File: config.mk
export PLATFORM = sky130hd
export DESIGN_NAME = swervolf_sw_debounce
export DESIGN_NICKNAME = d
export VERILOG_FILES = /design/src/rtl/swervolf_gpio_pkg.sv /design/src/rtl/swervolf_debounce_bit.sv /design/src/rtl/swervolf_sw_debounce.sv
export SDC_FILE = /design/constraint.sdc
export NUM_CORES = 1
export LEC_CHECK = 0
export CAP_MARGIN = 20
export CORE_MARGIN = 10
export CORE_UTILIZATION = 40
export DETAILED_ROUTE_END_ITERATION = 6
export GPL_TIMING_DRIVEN = 0
export PLACE_DENSITY = 0.64
export SKIP_LAST_GASP = 1
export SLEW_MARGIN = 20
export SYNTH_ARGS = -nofsm -noshare
export SYNTH_HDL_FRONTEND = slang
export SYNTH_SLANG_ARGS = --single-unit
export TNS_END_PERCENT = 100
File: constraint.sdc
create_clock -name clk -period 2.9 [get_ports clk]
set_clock_uncertainty 0.05 [all_clocks]
set_input_delay 0.58 -clock clk [delete_from_list [all_inputs] [get_ports clk]]
set_output_delay 0.58 -clock clk [all_outputs]
set_load 0.005 [all_outputs]
File: src/rtl/swervolf_gpio_pkg.sv
// Shared constants for the SweRVolf slide-switch GPIO front end.
package swervolf_gpio_pkg;

    localparam int SW_WIDTH         = 16;
    localparam int SW_SYNC_STAGES   = 2;
    localparam int SW_DEBOUNCE_10MS = 500000;

    function automatic int cnt_w(input int cycles);
        return $clog2(cycles);
    endfunction

endpackage

File: src/rtl/swervolf_debounce_bit.sv
// One switch channel: synchroniser chain, stability counter, debounced level
// and registered rise/fall pulses.
module swervolf_debounce_bit
    import swervolf_gpio_pkg::*;
#(
    parameter int SYNC_STAGES     = SW_SYNC_STAGES,
    parameter int DEBOUNCE_CYCLES = SW_DEBOUNCE_10MS
) (
    input  logic clk,
    input  logic rst,
    input  logic i_sw,
    output logic o_sw,
    output logic o_rise,
    output logic o_fall
);

    localparam int CNT_W = cnt_w(DEBOUNCE_CYCLES);
    localparam logic [CNT_W-1:0] CNT_MAX = CNT_W'(DEBOUNCE_CYCLES - 1);

    logic [SYNC_STAGES-1:0] sync_q, sync_d;
    logic [CNT_W-1:0]       cnt_q, cnt_d;
    logic                   level_q, level_d;
    logic                   rise_q, rise_d;
    logic                   fall_q, fall_d;
    logic                   s;

    assign s = sync_q[SYNC_STAGES-1];

    // A single cycle where the synchronised input agrees with the level restarts the window.
    always_comb begin
        sync_d  = {sync_q[SYNC_STAGES-2:0], i_sw};
        cnt_d   = '0;
        level_d = level_q;
        rise_d  = 1'b0;
        fall_d  = 1'b0;
        if (s != level_q) begin
            if (cnt_q == CNT_MAX) begin
                level_d = s;
                rise_d  = s;
                fall_d  = ~s;
            end else begin
                cnt_d = cnt_q + CNT_W'(1);
            end
        end
    end

    always_ff @(posedge clk) begin
        if (rst) begin
            sync_q  <= '0;
            cnt_q   <= '0;
            level_q <= 1'b0;
            rise_q  <= 1'b0;
            fall_q  <= 1'b0;
        end else begin
            sync_q  <= sync_d;
            cnt_q   <= cnt_d;
            level_q <= level_d;
            rise_q  <= rise_d;
            fall_q  <= fall_d;
        end
    end

    assign o_sw   = level_q;
    assign o_rise = rise_q;
    assign o_fall = fall_q;

endmodule

File: src/rtl/swervolf_sw_debounce.sv
// Debounced slide-switch bank with sticky change flags and a combined interrupt,
// feeding the upper half of the core GPIO input.
module swervolf_sw_debounce
    import swervolf_gpio_pkg::*;
#(
    parameter int WIDTH           = SW_WIDTH,
    parameter int SYNC_STAGES     = SW_SYNC_STAGES,
    parameter int DEBOUNCE_CYCLES = SW_DEBOUNCE_10MS
) (
    input  logic             clk,
    input  logic             rst,
    input  logic [WIDTH-1:0] i_sw,
    output logic [WIDTH-1:0] o_sw,
    output logic [WIDTH-1:0] o_sw_rise,
    output logic [WIDTH-1:0] o_sw_fall,
    output logic [WIDTH-1:0] o_pending,
    input  logic [WIDTH-1:0] i_pend_clr,
    output logic             o_irq
);

    logic [WIDTH-1:0] pending_q, pending_d;
    logic             irq_q, irq_d;

    for (genvar g = 0; g < WIDTH; g++) begin : g_bit
        swervolf_debounce_bit #(
            .SYNC_STAGES     (SYNC_STAGES),
            .DEBOUNCE_CYCLES (DEBOUNCE_CYCLES)
        ) u_bit (
            .clk    (clk),
            .rst    (rst),
            .i_sw   (i_sw[g]),
            .o_sw   (o_sw[g]),
            .o_rise (o_sw_rise[g]),
            .o_fall (o_sw_fall[g])
        );
    end

    // New events are OR-ed in after the clear so a coincident clear cannot lose them.
    always_comb begin
        pending_d = (pending_q & ~i_pend_clr) | o_sw_rise | o_sw_fall;
        irq_d     = |pending_d;
    end

    always_ff @(posedge clk) begin
        if (rst) begin
            pending_q <= '0;
            irq_q     <= 1'b0;
        end else begin
            pending_q <= pending_d;
            irq_q     <= irq_d;
        end
    end

    assign o_pending = pending_q;
    assign o_irq     = irq_q;

endmodule

==> results of run 1 <==
[stage by stage]
step	instances	power [uW]	hold slack, ns	setup TNS, ns
CTS	2724	11500	0.390	0
global route	2724	11700	0.408	0
finish	2724	11300	0.381	0
floorplan	1964	5760	0.362	0
global placement	2646	5860	0.367	-56.18
detailed placement	2646	5870	0.376	-0.284
[layout make-up]
cell class	instances	area, sq um
Fill cell	4148	22500
Timing Repair Buffer	97	971
Buffer	109	676
Multi-Input combinational cell	1387	8570
Tap cell	585	732
Clock buffer	65	1300
Inverter	67	251
Sequential cell	401	8030
Clock inverter	13	143
[worst max-delay path: cells and delay by family (launching register included)]
kind	cells	cell delay, ns
AND/OR/NAND/NOR	3	0.59
buffers and inverters	3	1.00
flip-flops	1	0.35
AO/OA/AOI/OAI	1	0.11
adder cells (fa/ha/maj)	1	0.22
[power groups by stage]
stage	Clock, uW	Combinational, uW	Sequential [uW]
after global placement	0	187	5680
after floorplan	0	91.8	5670
after detailed placement	0	189	5680
final	5570	185	5560
after CTS	5740	191	5550
after global routing	5970	204	5560
[sequential cells by signal, indices dropped and copies added (netlist names)]
name	flops
g_bit.u_bit.cnt_q	304
g_bit.u_bit.o_fall	16
g_bit.u_bit.o_rise	16
g_bit.u_bit.o_sw	16
g_bit.u_bit.sync_q	32
o_irq	1
o_pending	16
[layout by cell type (no fill, tap or decap), drive strengths merged, types with 32 or more instances in the layout]
master,n
clkdlybuf4s50,97
nand2,117
xor2,108
clkbuf,101
a21oi,90
nor2b,32
and4,36
nor3,38
o31ai,41
or4,59
nand3,119
o21ai,48
xnor2,97
inv,67
nand4,71
nor4,61
or3,54
nor2,256
buf,73
dfxtp,401
[path summary, 6_finish.rpt]
path | endpoint | depth (start not counted) | slack (ns)
hold / removal | g_bit[1].u_bit.sync_q[1] | 1 | 0.38
hold reg to reg | g_bit[1].u_bit.sync_q[1] | 1 | 0.38
setup reg to reg | g_bit[6].u_bit.cnt_q[13] | 8 | 0.46
setup / recovery | g_bit[6].u_bit.cnt_q[13] | 8 | 0.46
[per-layer routing]
layer  GRT usage  vias up  wire (um)
li1            -     7225          -
met1       0.188     6653      18500
met2       0.243      230      18300
met3      0.0328       51       1980
met4      0.0439        0        814
met5           0        -          0
[logic make-up (layout without fill, tap and decap cells)]
family	after synthesis	count (layout)	share of synthesized area
AOI/OAI and AO/OA	229	229	0.0855
xor gates and xnor gates	205	205	0.102
adders and majority gates	16	16	0.0114
buffers and inverters	176	351	0.0528
DFF	401	401	0.458
and+or+nand+nor	937	937	0.290
==> flow_metrics.env, run 1 <==
export IMPL_outcome="finished, final reports clean"
export IMPL_relSlewSlack=0.280
export IMPL_drcViolationCount=0
export IMPL_path_cells="ha_1, and4_1, clkbuf_1, and4_1, a21o_1, clkbuf_1, clkbuf_1, nor2_1"
export IMPL_synth_edf_count=0
export IMPL_final_antenna_net_count=0
export IMPL_clk_latency_ns=0.55
export IMPL_slowest_stage="clkbuf_1"
export IMPL_final_core_util=0.479
export IMPL_nets=2156
export IMPL_required_ns=3.28
export IMPL_track_usage=0.147
export IMPL_num_rows=76
export IMPL_fin_crit_ns=2.44
export IMPL_async_reset_ff_frac=0
export IMPL_die_h_um=229
export IMPL_cellPowerDensity_mw_per_mm2=547
export IMPL_critPathLaunch="g_bit[6].u_bit.cnt_q[0]"
export IMPL_fp_coreArea_sq_mm=0.0432
export IMPL_drv_slew=0
export IMPL_grt_first_pass_wirelength_um=66000
export IMPL_cts_buffer_depth=3
export IMPL_synthMostInstantiatedCell="dfxtp_1"
export IMPL_placed_area_sq_mm=0.0192
export IMPL_grt_pass1_vias=13500
export IMPL_drt_iter0_drc=718
export IMPL_setup_viol=0
export IMPL_crit_path_max_incr_delay_ns=0.40
export IMPL_reg2reg_from="g_bit[6].u_bit.cnt_q[0]"
export IMPL_synth_common_cells="dfxtp_1 (401), nor2_1 (256), nand3_1 (118), nand2_1 (117), xor2_1 (108)"
export IMPL_clk_pin_slew_worst_paths_ns=0.06
export IMPL_synth_top_cell_area_share=0.458
export IMPL_comb_power_share=0.016
export IMPL_gr_total_overflow=0
export IMPL_synth_ff_type="dfxtp_1"
export IMPL_syn_num_nets=2014
export IMPL_dr_pass1_iters=5
export IMPL_pre_cts_slack_ns=-0.0989
export IMPL_syn_area_per_cell_sq_um=8.92
export IMPL_grt_max_degree=14
export IMPL_cts_tree="done"
export IMPL_start_util=0.406
export IMPL_post_dp_hpwl_um=28000
export IMPL_cts_resized=0
export IMPL_p_sw_uw=2340
export IMPL_worst_pin_slew_ns=1.08
export IMPL_peakVddDrop_mv=0.395
export IMPL_yosysUniqueCellTypes=54
export IMPL_synth_area_leader_cell="dfxtp_1"
export IMPL_syn_area_sq_mm=0.0175
export IMPL_gp_congestion=0.838
export IMPL_p_sw_frac=0.207
export IMPL_pin_count=99
export IMPL_power_frac_clock=0.492
export IMPL_syn_inst=1964
export IMPL_worstPathMaxFanout=10
export IMPL_hp_class="register to register"
export IMPL_area_growth_pct=18.0
export IMPL_finish_instance_area_sq_mm=0.0207
export IMPL_htreeDepth=2
export IMPL_period_share=0.842
export IMPL_leakage_uw=0.00651
export IMPL_grt_setup_unrepaired="no"
export IMPL_root_buffer="clkbuf_16"
export IMPL_totalWireLength_um=39600
export IMPL_fp_dieW_um=229
export IMPL_internal_power_uw=8970
export IMPL_cts_num_sinks=401
export IMPL_crit_path_frequent_cell="clkbuf_1"
export IMPL_postLayoutSetupSlackWorst_ns=0.459
export IMPL_wl_per_cell_um=14.5
export IMPL_yosysWarnings=0
export IMPL_fmax_mhz=410
export IMPL_crit_path_start_kind="register"
export IMPL_min_delay_start="g_bit[1].u_bit.sync_q[0]"
export IMPL_synth_seq_cells=401
export IMPL_hold_viol=0
export IMPL_timing_max_cap_violations=0
export IMPL_yosysSeqAreaShare=0.458
export IMPL_diodes=0
export IMPL_vias=14200
export IMPL_fp_dieArea_sq_mm=0.0526
export IMPL_synth_area_leaders="dfxtp_1 (46%), nor2_1 (5.5%), xor2_1 (5.4%), xnor2_1 (4.8%), nand3_1 (3.4%)"
export IMPL_worstPathArrival_ns=2.82
export IMPL_ctsHoldBuffers=0
export IMPL_layout_drive_gt1_share=0.0827
export IMPL_critical_path_class="register to register"
export IMPL_cts_buffers=43
export IMPL_port_buffers=97
export IMPL_end_kind="register"
export IMPL_viasPerCell=5.20
export IMPL_postCtsSetupRepairBufs=0
export IMPL_seqPwrFrac=0.491
export IMPL_antenna_found_initial=0
Note: power is estimated with default switching activity, not from simulation.
==> run 2: changes to the inputs <==
Settings changed: PLACE_DENSITY 0.64 to 0.66.
Clock period 2.9 ns to 2 ns, I/O delays scaled along.
==> run 2 against run 1 <==
- the run now ends with setup timing left
- clock-buffer cell count stayed put
- worst hold slack worse by 0.047 ns
- total power is 46% higher
- global-route usage is 0.55 points higher
- setup slack worse by 0.50 ns
- non-clock buffer count is 63 higher
- combinational power is 82% higher
- critical path depth is 3 lower
- die area stayed put
- core utilization is 3.7 points higher
- critical endpoint is now g_bit[13].u_bit.cnt_q[7]
==> flow_metrics.env, run 2 (synthesized netlist as in run 1, its figures left out) <==
export IMPL_area_growth_pct=27.1
export IMPL_layout_common_cells="dfxtp_1 (300), nor2_1 (184), nand2_1 (117)"
export IMPL_largest_register="g_bit.u_bit.cnt_q"
export IMPL_relSlewSlack=0.330
export IMPL_fin_crit_ns=2.04
export IMPL_layout_drive_gt1_share=0.238
export IMPL_postLayoutSetupSlackWorst_ns=-0.0379
export IMPL_post_dp_hpwl_um=28000
export IMPL_seqPwrFrac=0.487
export IMPL_peakVddDrop_mv=0.548
export IMPL_gr_total_overflow=0
export IMPL_cts_buffer_depth=3
export IMPL_worstPathMaxFanout=5
export IMPL_worstPathArrival_ns=2.43
export IMPL_internal_power_uw=13100
export IMPL_path_cells="or4_1, or4_4, o21bai_4, buf_6, nor2_2"
export IMPL_timing_max_cap_violations=0
export IMPL_grt_max_degree=14
export IMPL_crit_path_max_incr_delay_ns=0.57
export IMPL_crit_path_start_kind="register"
export IMPL_multi_input_area_sq_mm=0.00930
export IMPL_drt_iter0_drc=687
export IMPL_viasPerCell=5.23
export IMPL_vias=14600
export IMPL_largest_reg_flops=304
export IMPL_cts_num_sinks=401
export IMPL_fin_hold_ws_ns=0.334
export IMPL_setup_viol=58
export IMPL_p_sw_uw=3460
export IMPL_root_buffer="clkbuf_16"
export IMPL_grt_pass1_vias=13900
export IMPL_final_core_util=0.516
export IMPL_slowest_stage="or4_4"
export IMPL_drcViolationCount=0
export IMPL_die_h_um=229
export IMPL_final_antenna_net_count=0
export IMPL_end_kind="register"
export IMPL_cts_buffers=44
export IMPL_grt_first_pass_wirelength_um=68000
export IMPL_violations="setup timing"
export IMPL_final_common_cell="dfxtp_1"
export IMPL_cellPowerDensity_mw_per_mm2=742
export IMPL_pin_count=99
export IMPL_top_regs="g_bit.u_bit.cnt_q: 304 flops, g_bit.u_bit.sync_q: 32 flops"
export IMPL_dr_pass1_iters=5
export IMPL_start_util=0.406
export IMPL_period_share=1.02
export IMPL_seqCellArea_sq_mm=0.00819
export IMPL_hold_viol=0
export IMPL_critical_path_class="register to register"
export IMPL_p_sw_frac=0.210
export IMPL_htreeDepth=2
export IMPL_ctsHoldBuffers=0
export IMPL_wl_per_cell_um=15.0
export IMPL_outcome="finished with violations"
export IMPL_grt_setup_unrepaired="yes"
export IMPL_tns_ns=-0.917
export IMPL_hp_class="input pin to register"
export IMPL_clk_pin_slew_worst_paths_ns=0.06
export IMPL_fp_coreArea_sq_mm=0.0432
export IMPL_comb_power_share=0.020
export IMPL_cts_tree="done"
export IMPL_fp_dieW_um=229
export IMPL_clk_latency_ns=0.56
export IMPL_power_frac_clock=0.493
export IMPL_diodes=0
export IMPL_fillers=3991
export IMPL_track_usage=0.153
export IMPL_nets=2220
export IMPL_fmax_mhz=491
export IMPL_leakage_uw=0.00718
export IMPL_antenna_found_initial=0
export IMPL_worst_pin_slew_ns=1.01
export IMPL_totalWireLength_um=41900
export IMPL_required_ns=2.39
export IMPL_num_rows=76
export IMPL_gp_congestion=0.853
export IMPL_port_buffers=97
export IMPL_fp_dieArea_sq_mm=0.0526
export IMPL_drv_slew=0
## run 2: changes by cell type in the layout (fill, tap and decap cells not counted), moves of 52 or more
cell     delta
nor2_2     +57
nor2_1     -72
dfxtp_2    +88
dfxtp_1   -101
buf_4      +52
## run 2: timing repair
action,in CTS,in global routing
pin swaps,56,63
setup endpoints to repair,287,285
gates resized for setup,177,208
setup buffers,46,24
gates cloned,10,0
hold endpoints to repair,0,0
## run 2: path summary, 6_finish.rpt
kind / endpoint / slack, ns / startpoint / cells after the start
min: g_bit[8].u_bit.sync_q[0] / 0.33 / i_sw[8] / 2
max reg2reg: g_bit[13].u_bit.cnt_q[7] / -0.04 / g_bit[13].u_bit.cnt_q[14] / 5
min reg2reg: g_bit[1].u_bit.sync_q[1] / 0.38 / g_bit[1].u_bit.sync_q[0] / 1
max: g_bit[13].u_bit.cnt_q[7] / -0.04 / g_bit[13].u_bit.cnt_q[14] / 5
## run 2: cell type report
| type | instances | share of cell area |
|---|---|---|
| inverter | 67 | 0.0115 |
| multi-input combinational | 1387 | 0.417 |
| tap | 585 | 0.0329 |
| buffer | 92 | 0.0290 |
| sequential | 401 | 0.368 |
| clock inverter | 15 | 0.00736 |
| clock buffer | 65 | 0.0584 |
| timing repair buffer | 177 | 0.0760 |
## run 2: through the flow
| step | std cells | total power [uW] | setup WS (ns) | area (sq um) |
|---|---|---|---|---|
| 3_3_place_gp | 2646 | 8500 | -1.82 | 19200 |
| 6_report | 2789 | 16500 | -0.0379 | 22300 |
| 5_1_grt | 2789 | 17100 | -0.0846 | 22300 |
| 3_5_place_dp | 2646 | 8510 | -0.881 | 19300 |
| 4_1_cts | 2775 | 16700 | -0.0808 | 21500 |
| 2_1_floorplan | 1964 | 8360 | -0.00134 | 17500 |
## run 2: metal layers
layer  vias to the layer above  GRT usage  wire (um)
met2                       236      0.251      19600
li1                       7345          -          -
met5                         -          0          0
met3                        61     0.0311       1830
met4                         0     0.0658       1350
met1                      6945      0.191      19100
## run 2: critical path: cells and delay by family, from the launching register on
family	cells	cell delay (ns)
AND/OR/NAND/NOR	3	1.13
flip-flops	1	0.35
AO/OA/AOI/OAI	1	0.22
buffers and inverters	1	0.18
## run 2: power by group through the flow
| stage | logic, uW | registers, uW | clock network [uW] |
|---|---|---|---|
| 5_1_grt | 365 | 8040 | 8700 |
| 3_3_place_gp | 272 | 8230 | 0 |
| 3_5_place_dp | 275 | 8230 | 0 |
| 6_report | 337 | 8040 | 8150 |
| 4_1_cts | 317 | 8050 | 8390 |
| 2_1_floorplan | 134 | 8220 | 0 |
==> run 3: changes to the inputs <==
Settings changed: CORE_ASPECT_RATIO from default to 0.8.
==> run 3 against run 2 <==
- the flow still finishes with violations (setup timing)
- largest power group unchanged
- global-route usage is 0.37 points higher
- register-to-register slack hardly changed
- critical path depth unchanged
- total power increased by 1.9%
- maximum frequency decreased by 0.28%
- setup slack got worse by 0.0057 ns
- flip-flop and latch count did not move
- first-iteration DRC count grew 8.0%
- sequential share of layout area barely moved
==> flow_metrics.env, run 3 (synthesized netlist as in run 1, its figures left out) <==
export IMPL_drt_iter0_drc=742
export IMPL_postLayoutSetupSlackWorst_ns=-0.0435
export IMPL_outcome="finished with violations"
export IMPL_drcViolationCount=0
export IMPL_setup_viol=70
export IMPL_top_regs="g_bit.u_bit.cnt_q: 304 flops, g_bit.u_bit.sync_q: 32 flops"
export IMPL_worstPathArrival_ns=2.44
export IMPL_nets=2218
export IMPL_cp_top_family="simple AND/OR/NAND/NOR gates"
export IMPL_final_common_cell="dfxtp_1"
export IMPL_layout_common_cells="dfxtp_1 (298), nor2_1 (198), nand2_1 (117)"
export IMPL_multi_input_area_sq_mm=0.00923
export IMPL_drv_slew=0
export IMPL_hold_depth=2
export IMPL_timing_max_cap_violations=0
export IMPL_start_util=0.405
export IMPL_viasPerCell=5.30
export IMPL_worstPathMaxFanout=5
export IMPL_min_delay_start="i_sw[2]"
export IMPL_gp_congestion=0.831
export IMPL_antenna_found_initial=1
export IMPL_layout_drive_gt1_share=0.238
export IMPL_grt_first_pass_wirelength_um=69800
export IMPL_die_h_um=207
export IMPL_root_buffer="clkbuf_16"
export IMPL_cts_buffer_depth=3
export IMPL_cellPowerDensity_mw_per_mm2=756
export IMPL_dr_pass1_iters=5
export IMPL_track_usage=0.156
export IMPL_pin_count=99
export IMPL_diodes=0
export IMPL_clk_latency_ns=0.56
export IMPL_fillers=3887
export IMPL_fmax_mhz=489
export IMPL_num_rows=68
export IMPL_grt_setup_unrepaired="yes"
export IMPL_path_cells="or4b_1, or4_4, o21bai_4, buf_6, nor2_2"
export IMPL_area_growth_pct=27.0
export IMPL_fp_coreArea_sq_mm=0.0432
export IMPL_worst_pin_slew_ns=0.932
export IMPL_grt_pass1_vias=14100
export IMPL_fp_dieW_um=254
export IMPL_cts_buffers=42
export IMPL_violations="setup timing"
export IMPL_end_kind="register"
export IMPL_crit_path_max_incr_delay_ns=0.58
export IMPL_final_antenna_net_count=0
export IMPL_slowest_stage="or4_4"
export IMPL_tns_ns=-1.48
export IMPL_fin_crit_ns=2.04
export IMPL_leakage_uw=0.00738
export IMPL_grt_max_degree=15
export IMPL_period_share=1.02
export IMPL_required_ns=2.39
export IMPL_placed_area_sq_mm=0.0192
export IMPL_reg2reg_from="g_bit[12].u_bit.cnt_q[12]"
export IMPL_htreeDepth=2
export IMPL_gr_total_overflow=0
export IMPL_vias=14600
export IMPL_relSlewSlack=0.378
export IMPL_fp_dieArea_sq_mm=0.0526
export IMPL_largest_reg_flops=304
export IMPL_post_dp_hpwl_um=28700
export IMPL_cts_tree="done"
export IMPL_rr_worst_depth=5
export IMPL_seqCellArea_sq_mm=0.00819
export IMPL_finish_instance_area_sq_mm=0.0223
export IMPL_largest_register="g_bit.u_bit.cnt_q"
export IMPL_wl_per_cell_um=15.5
export IMPL_crit_path_start_kind="register"
export IMPL_rrSetupSlack_ns=-0.04
export IMPL_critPathBufInv=1
export IMPL_hold_end="g_bit[2].u_bit.sync_q[0]"
export IMPL_critical_path_class="register to register"
export IMPL_clk_pin_slew_worst_paths_ns=0.06
export IMPL_cts_num_sinks=401
export IMPL_r2r_end="g_bit[12].u_bit.cnt_q[8]"
export IMPL_totalWireLength_um=42700
export IMPL_hold_viol=0
export IMPL_hp_class="input pin to register"
export IMPL_peakVddDrop_mv=0.640
export IMPL_port_buffers=97
-- run 3: cell types whose count changed in the layout (fill, tap and decap cells not counted), moves of 7 or more --
cell	before	now
clkdlybuf4s50_1	83	76
clkbuf_1	29	20
a211oi_2	0	7
nor2_4	15	4
a211oi_1	16	9
nor2_1	184	198
dlymetal6s2s_1	4	13
-- run 3: timing repair --
action	4_1_cts	5_1_grt
setup endpoints to repair	325	295
hold buffers	0	0
setup buffers	47	30
gates cloned	10	0
gates resized for setup	202	171
pin swaps	75	39
-- run 3: how the worst max path moves through the flow --
stage,from,to,cells past startpoint
detailed placement,rst,g_bit[14].u_bit.o_rise,6
CTS,rst,g_bit[14].u_bit.o_fall,6
floorplan,g_bit[13].u_bit.cnt_q[14],g_bit[13].u_bit.cnt_q[16],6
global placement,rst,g_bit[14].u_bit.o_fall,6
finish,g_bit[12].u_bit.cnt_q[12],g_bit[12].u_bit.cnt_q[8],5
global route,g_bit[4].u_bit.cnt_q[0],g_bit[4].u_bit.cnt_q[12],6
-- run 3: stage by stage --
stage / hold slack, ns / worst slack (ns) / instances / utilization / power, uW
after detailed placement: 0.375 / -1.28 / 2621 / 0.445 / 8500
after CTS: 0.307 / -0.146 / 2747 / 0.501 / 17000
after global placement: 0.366 / -1.69 / 2621 / 0.445 / 8500
final: 0.335 / -0.0435 / 2761 / 0.515 / 16800
after floorplan: 0.362 / -0.00134 / 1964 / - / 8360
after global routing: 0.334 / -0.104 / 2761 / 0.515 / 17400
-- run 3: area by class of cell --
cell class | instances | area share
Clock buffer | 57 | 0.0543
Clock inverter | 20 | 0.0133
Inverter | 67 | 0.0115
Sequential cell | 401 | 0.368
Timing Repair Buffer | 184 | 0.0793
Buffer | 85 | 0.0277
Tap cell | 560 | 0.0315
Multi-Input combinational cell | 1387 | 0.415
-- run 3: power breakdown --
part	internal [uW]	leakage, uW	total, uW	switching, uW
clock	5160	0.000738	8450	3300
sequential	8010	0.00329	8040	28.2
combinational	157	0.00335	341	184
total	13300	0.00738	16800	3510
-- run 3: metal layers --
layer	share of wire	GRT usage	vias up
met5	0	0	-
met4	0.018	0.0411	0
met3	0.052	0.0283	56
met2	0.45	0.251	286
met1	0.48	0.212	6940
li1	-	-	7359
